`config.mk`:
```
export PLATFORM = sky130hd
export DESIGN_NAME = store_unit
export DESIGN_NICKNAME = d
export VERILOG_FILES = /design/src/rtl/store_unit.sv
export SDC_FILE = /design/constraint.sdc
export NUM_CORES = 1
export LEC_CHECK = 0
export ABC_CLOCK_PERIOD_IN_PS = 3000
export BUFFER_PORTS_ARGS = -buffer_cell sky130_fd_sc_hd__buf_2
export CORE_UTILIZATION = 51
export CTS_BUF_LIST = sky130_fd_sc_hd__clkbuf_8
export DETAILED_ROUTE_END_ITERATION = 12
export HOLD_SLACK_MARGIN = 0.15
export PLACE_DENSITY = 0.88
export SETUP_SLACK_MARGIN = 0.3
export SLEW_MARGIN = 0
export SYNTH_ARGS = -nofsm -noshare
export SYNTH_HDL_FRONTEND = slang
export SYNTH_SLANG_ARGS = --single-unit
```
`constraint.sdc`:
```
create_clock -name clk_in -period 3 [get_ports clk_in]
set_input_delay 0.6 -clock clk_in [delete_from_list [all_inputs] [get_ports clk_in]]
set_output_delay 0.6 -clock clk_in [all_outputs]
set_load 0.1 [all_outputs]
```
`src/rtl/store_unit.sv`:
```
// Stage-3 data-memory write unit: registers one lane-aligned store and holds it on the bus until ack.
// Optional bus-timeout watchdog enabled by defining STORE_TIMEOUT_EN.
module store_unit #(
  parameter int unsigned TIMEOUT_CYCLES = 16
) (
  input  logic        clk_in,
  input  logic        reset_in,
  input  logic        mem_wr_req_in,
  input  logic [1:0]  funct3_in,
  input  logic [31:0] iadder_in,
  input  logic [31:0] rs2_in,
  input  logic        misaligned_store_in,
  input  logic        trap_taken_in,
  input  logic        wr_ack_in,
  output logic [31:0] d_addr_out,
  output logic [31:0] data_out,
  output logic [3:0]  wr_mask_out,
  output logic        wr_req_out,
  output logic        stall_out,
  output logic        bus_err_out
);

  typedef enum logic {IDLE, REQ} state_t;

  state_t      state, state_nxt;
  logic [31:0] addr_nxt, data_nxt;
  logic [3:0]  mask_nxt;
  logic        req_nxt;
  logic        accept;
  logic        timeout_hit;

  if (TIMEOUT_CYCLES < 2 || TIMEOUT_CYCLES > 255) begin : g_param_check
    $error("store_unit: TIMEOUT_CYCLES must be in 2..255");
  end

`ifdef STORE_TIMEOUT_EN
  localparam logic [7:0] TIMEOUT_LAST = 8'(TIMEOUT_CYCLES - 1);
  logic [7:0] wait_cnt;

  // A late ack in the terminal cycle wins over the timeout.
  assign timeout_hit = (state == REQ) && !wr_ack_in && (wait_cnt == TIMEOUT_LAST);

  always_ff @(posedge clk_in) begin
    if (reset_in) begin
      wait_cnt    <= '0;
      bus_err_out <= 1'b0;
    end else begin
      bus_err_out <= timeout_hit;
      if (accept)
        wait_cnt <= '0;
      else if (state == REQ && !wr_ack_in)
        wait_cnt <= wait_cnt + 8'd1;
    end
  end
`else
  assign timeout_hit = 1'b0;
  assign bus_err_out = 1'b0;
`endif

  always_comb begin
    accept    = (state == IDLE) && mem_wr_req_in && !misaligned_store_in &&
                !trap_taken_in && (funct3_in != 2'b11);
    stall_out = accept || ((state == REQ) && !wr_ack_in && !timeout_hit);
    state_nxt = state;
    addr_nxt  = d_addr_out;
    data_nxt  = data_out;
    mask_nxt  = wr_mask_out;
    req_nxt   = wr_req_out;
    case (state)
      IDLE: begin
        if (accept) begin
          state_nxt = REQ;
          req_nxt   = 1'b1;
          addr_nxt  = {iadder_in[31:2], 2'b00};
          case (funct3_in)
            2'b00: begin
              data_nxt = {4{rs2_in[7:0]}};
              mask_nxt = 4'b0001 << iadder_in[1:0];
            end
            2'b01: begin
              data_nxt = {2{rs2_in[15:0]}};
              mask_nxt = iadder_in[1] ? 4'b1100 : 4'b0011;
            end
            default: begin
              data_nxt = rs2_in;
              mask_nxt = 4'b1111;
            end
          endcase
        end
      end
      REQ: begin
        if (wr_ack_in || timeout_hit) begin
          state_nxt = IDLE;
          req_nxt   = 1'b0;
          addr_nxt  = '0;
          data_nxt  = '0;
          mask_nxt  = '0;
        end
      end
      default: state_nxt = IDLE;
    endcase
  end

  always_ff @(posedge clk_in) begin
    if (reset_in) begin
      state       <= IDLE;
      d_addr_out  <= '0;
      data_out    <= '0;
      wr_mask_out <= '0;
      wr_req_out  <= 1'b0;
    end else begin
      state       <= state_nxt;
      d_addr_out  <= addr_nxt;
      data_out    <= data_nxt;
      wr_mask_out <= mask_nxt;
      wr_req_out  <= req_nxt;
    end
  end

endmodule
```
Word-level counts from Yosys, hierarchy flattened
Index checks and enable logic that the tools add are counted.
{ "totals": {"out_inout_bits": 71, "ff_bits": 70, "word_cells": 39} }
{ "op_classes": {"shift": 1, "n_reduce_logical": 11, "eq_ne": 4, "bitwise": 1, "mux": 17} }
{ "ops": {"columns": ["operator", "count"], "rows": [
  ["32-bit one-hot mux with 2 select lines", 3],
  ["32-bit 2-to-1 mux", 3],
  ["4-bit one-hot mux with 2 select lines", 2],
  ["4-bit 2-to-1 mux", 3],
  ["2-bit inequality test, second input constant", 3],
  ["1-bit logical AND", 5],
  ["1-bit 2-to-1 mux", 4],
  ["1-bit one-hot mux with 2 select lines", 2],
  ["1-bit by 2-bit << shifter with 4-bit output, first input constant", 1],
  ["1-bit zero test", 3],
  ["2-bit by 1-bit equality test with 1-bit output, second input constant", 1],
  ["2-bit zero test", 1],
  ["2-bit AND reduction", 1],
  ["1-bit logical OR", 1],
  ["1-bit inverter", 1]
]} }

Depth between registers and ports, before layout
{ "logic_depth": {"word_depth": 7, "ltp_mapped": 7} }

Worst setup path after synthesis
Ideal clock, no wire load.
{ "synth_timing": {"kind": "input port to output port", "start": "input wr_ack_in", "end": "output stall_out", "t_required_ns": 2.400, "setup_slack_ns": -0.334, "path_buffers": 0, "cell_stages": 1, "arrival_ns": 2.734, "cell_sequence": "o21ai_0"} }
{ "synth_via": {"elab_chain_len": 3} }
{ "synth_rtl": {"columns": ["element", "line_no", "text"], "rows": [
  ["from (decl)", "14", "input logic wr_ack_in,"],
  ["1-bit zero test", "63", "stall_out = accept || ((state == REQ) && !wr_ack_in && !timeout_hit);"],
  ["1-bit logical AND", "63", null],
  ["1-bit logical OR", "63", null],
  ["to (decl)", "19", "output logic stall_out,"]
]} }
No other way between the ends.

Final worst setup path
{ "layout_timing": {"start": "register state", "end": "output stall_out"} }
{ "layout_via": {"elab_chain_len": 6, "word_cells_on_any_way": 7} }
{ "layout_rtl": {"columns": ["element", "line_no", "text"], "rows": [
  ["from (decl)", "25", "state_t state, state_nxt;"],
  ["from (signal assigned)", "112", "state <= state_nxt;"],
  ["1-bit inverter", null, null],
  ["1-bit logical AND (3 in series)", "61", "accept = (state == IDLE) && mem_wr_req_in && !misaligned_store_in &&"],
  ["1-bit logical AND", "62", "!trap_taken_in && (funct3_in != 2'b11);"],
  ["1-bit logical OR (*)", "63", null]
]} }
Every way passes the cells marked *; elsewhere a longest branch is shown, timed or not.

==> summary.txt <==
Global routing
  • Vias in the first global route: 2693
  • Antenna violations before repair: 0
  • First-pass GRT wire length: 12500 um
  • GR Util All Layers: 26.1%
  • Gr ovfl total: 0
  • Largest net degree at the start of global routing: 68

Floorplanning
  • Core area: 0.00551 mm^2
  • Die ar.: 0.00601 mm^2
  • Die H: 77.5 um
  • Num rows: 27
  • # IOs: 143
  • Die Wd: 77.5 um
  • Starting Density: 52.8%

Finish
  • Final net count: 547
  • Register area: 0.00136 mm^2
  • Share of layout cells above drive strength 1: 37.3%
  • Multi-input logic area: 0.00137 mm^2
  • Layout area overhead: 29.6%
  • Ant diodes: 0
  • Fillcell total: 495

Timing
  • Shortest period the worst path allows: 2.31 ns
  • RSZ-0062 raised after global routing: false
  • TNS Setup: 0 ns
  • Final Cycle Share: 77.1%
  • Slew HR: 46.6%
  • Worst clock skew: 0.00580 ns
  • Final Hold Viols: 0
  • Least-Margin Pin Slew: 0.798 ns
  • Final number of max-transition violations: 0
  • Finish-stage setup viols: 0
  • Max Clock Freq: 0.432 GHz

Clock tree
  • CTS tree: built
  • Postcts setup bufs: 0
  • Hold Buf Count CTS: 0
  • Post-CTS sizing: 0
  • Clk slew on worst S/H paths: 0.07 ns
  • TritonCTS buffer count: 9
  • H-tree depth: 3
  • CTS Sinks: 68
  • CTS max path bufs: 2
  • Clk_lat worst skew: 0.32 ns
  • Clock root cell: clkbuf_8

Synth
  • Post-synthesis register bit count: 68
  • Synth top area cells: dfxtp_1 (47%), a21oi_1 (10%), nand3_1 (10%), nand2_1 (7.6%), mux2_2 (6.2%)
  • Synth warn: 0
  • Area leader, netlist: dfxtp_1
  • Count leader, synth: dfxtp_1
  • Distinct cells, synth: 22
  • Commonest cells in the netlist: dfxtp_1 (68), a21oi_1 (60), nand2_1 (59)
  • Number of enable flip-flop cells after synthesis: 0
  • Most used flip-flop cell after synthesis: dfxtp_1
  • Sequential area share after synthesis: 46.8%
  • Syn Area/Cell: 8.24 um^2
  • Cell count after synthesis: 353
  • Synthesized area: 0.00291 mm^2
  • Yosys top cell area share: 46.8%
  • Async SR Flop Fraction: 0%

Critical path
  • Critical path type: flop to output pin
  • Crit-path cells: nor4b_4 -> nand2_2 -> o21ai_2 -> buf_12
  • Buf/Inv on CP: 1
  • Crit start category: flop
  • CP Data Arrival Time: 1.71 ns
  • Max incr delay on CP: 0.58 ns
  • Critical Path RT: 2.40 ns
  • Slowest-stage cell, CP: nor4b_4
  • Delay-heaviest family, CP: simple AND/OR/NAND/NOR gates
  • FF-to-FF path depth: 5
  • CP Depth: 4
  • CP max FO: 10
  • Critical Path Sink Type: output pin

Routing
  • Final ANT Viol Nets: 0
  • DR DRC count: 0
  • DRT iter0 DRCs: 163
  • Drt via density: 5.44
  • Post-Route WL: 7880 um
  • Drt wl/cell: 14.3 um
  • Vias: 3003
  • 1st-pass router iterations: 4

Power and ir drop
  • LEAKAGE: 0.00170 uW
  • P_sw: 659 uW
  • Comb power frac: 21.8%
  • Cell internal pwr: 1340 uW
  • Clock power frac: 31.1%
  • PD cells: 531 mW/mm^2
  • Sequential power share: 47.1%
  • Sw frac: 32.9%
  • Worst vdd ir: 329 uV
  • PnR Total Power: 2000 uW

Status
  • Outcome: completed

Flow run
  • Max-cap viol count: 0

Placed design
  • DP Wirelength: 5480 um
  • Port Buffers: 139
  • Final GP Congestion: 0.884

Worst hold path
  • Hold path cells: 2
  • Min-Delay Path Class: flop to flop
==> cell families (layout without fill, tap and decap cells) <==
| group | after synthesis | after routing | share of synthesized area, % |
|---|---|---|---|
| other | 1 | 3 | 0.129 |
| AO/OA/AOI/OAI | 82 | 82 | 15.3 |
| flip-flops | 68 | 68 | 46.8 |
| buffers and inverters | 39 | 164 | 6.58 |
| AND/OR/NAND/NOR | 139 | 139 | 22.3 |
| multiplexers | 24 | 24 | 8.95 |
==> metal layers <==
layer	track usage, %	vias up	part of all wire, %
li1	-	1463	-
met1	32.4	1385	40
met2	43.8	147	51
met3	6.24	8	7.8
met4	9.25	0	1.1
met5	0	-	0
==> worst reg2reg max path: cells and delay by family (launching register included) <==
kind                   cells  cell delay, ns
AOI/OAI and AO/OA          2            0.27
buffers and inverters      1            0.27
DFF                        1            0.36
and+or+nand+nor            2            1.00
==> per-stage QoR <==
step	instances	hold slack, ns	setup slack (ns)	util, %	cell area, um^2
after floorplan	355	0.691	0.596	-	2920
after global placement	536	0.439	0.708	65.5	3610
after detailed placement	536	0.450	0.693	65.5	3610
after CTS	552	0.460	0.675	68.5	3770
after global routing	552	0.484	0.588	68.5	3770
final	552	0.457	0.686	68.5	3770
==> sequential cells by signal (all words and copies together) (netlist names) <==
name and cells:
data_out 32, d_addr_out 30, wr_mask_out 4, state 1
wr_req_out 1
==> layout make-up <==
| class | count | share of cell area [%] |
|---|---|---|
| well taps | 72 | 2.39 |
| multi-input cells | 248 | 36.4 |
| flip-flops and latches | 68 | 36.1 |
| inverters | 2 | 0.199 |
| clock buffers | 10 | 3.65 |
| clock inverters | 6 | 0.664 |
| repair buffers | 146 | 20.6 |
==> placed cells by master (no fill, tap or decap), types with 8 or more instances in the layout <==
master	count
buf_2	138
dfxtp_1	68
a21oi_1	60
nand3_1	58
nand2_1	57
mux2_2	16
nor2_1	11
o21ai_0	11
clkbuf_8	10
mux2i_1	8
a32oi_1	8
==> path summary, 6_finish.rpt <==
check	from	end	slack [ns]
hold / removal	wr_req_out$_SDFFE_PP0P_	wr_req_out$_SDFFE_PP0P_	0.46
hold reg to reg	wr_req_out$_SDFFE_PP0P_	wr_req_out$_SDFFE_PP0P_	0.46
setup / recovery	state$_SDFF_PP0_	stall_out	0.69
setup reg to reg	state$_SDFF_PP0_	wr_mask_out[1]$_SDFFE_PP0P_	1.04
==> power by group through the flow <==
stage	clock network (uW)	registers [uW]	logic, uW
after detailed placement	0	964	437
final	623	944	438
after global routing	679	946	461
after floorplan	0	1160	141
after CTS	637	943	438
after global placement	0	962	432
(Power assumes the default switching activity.)
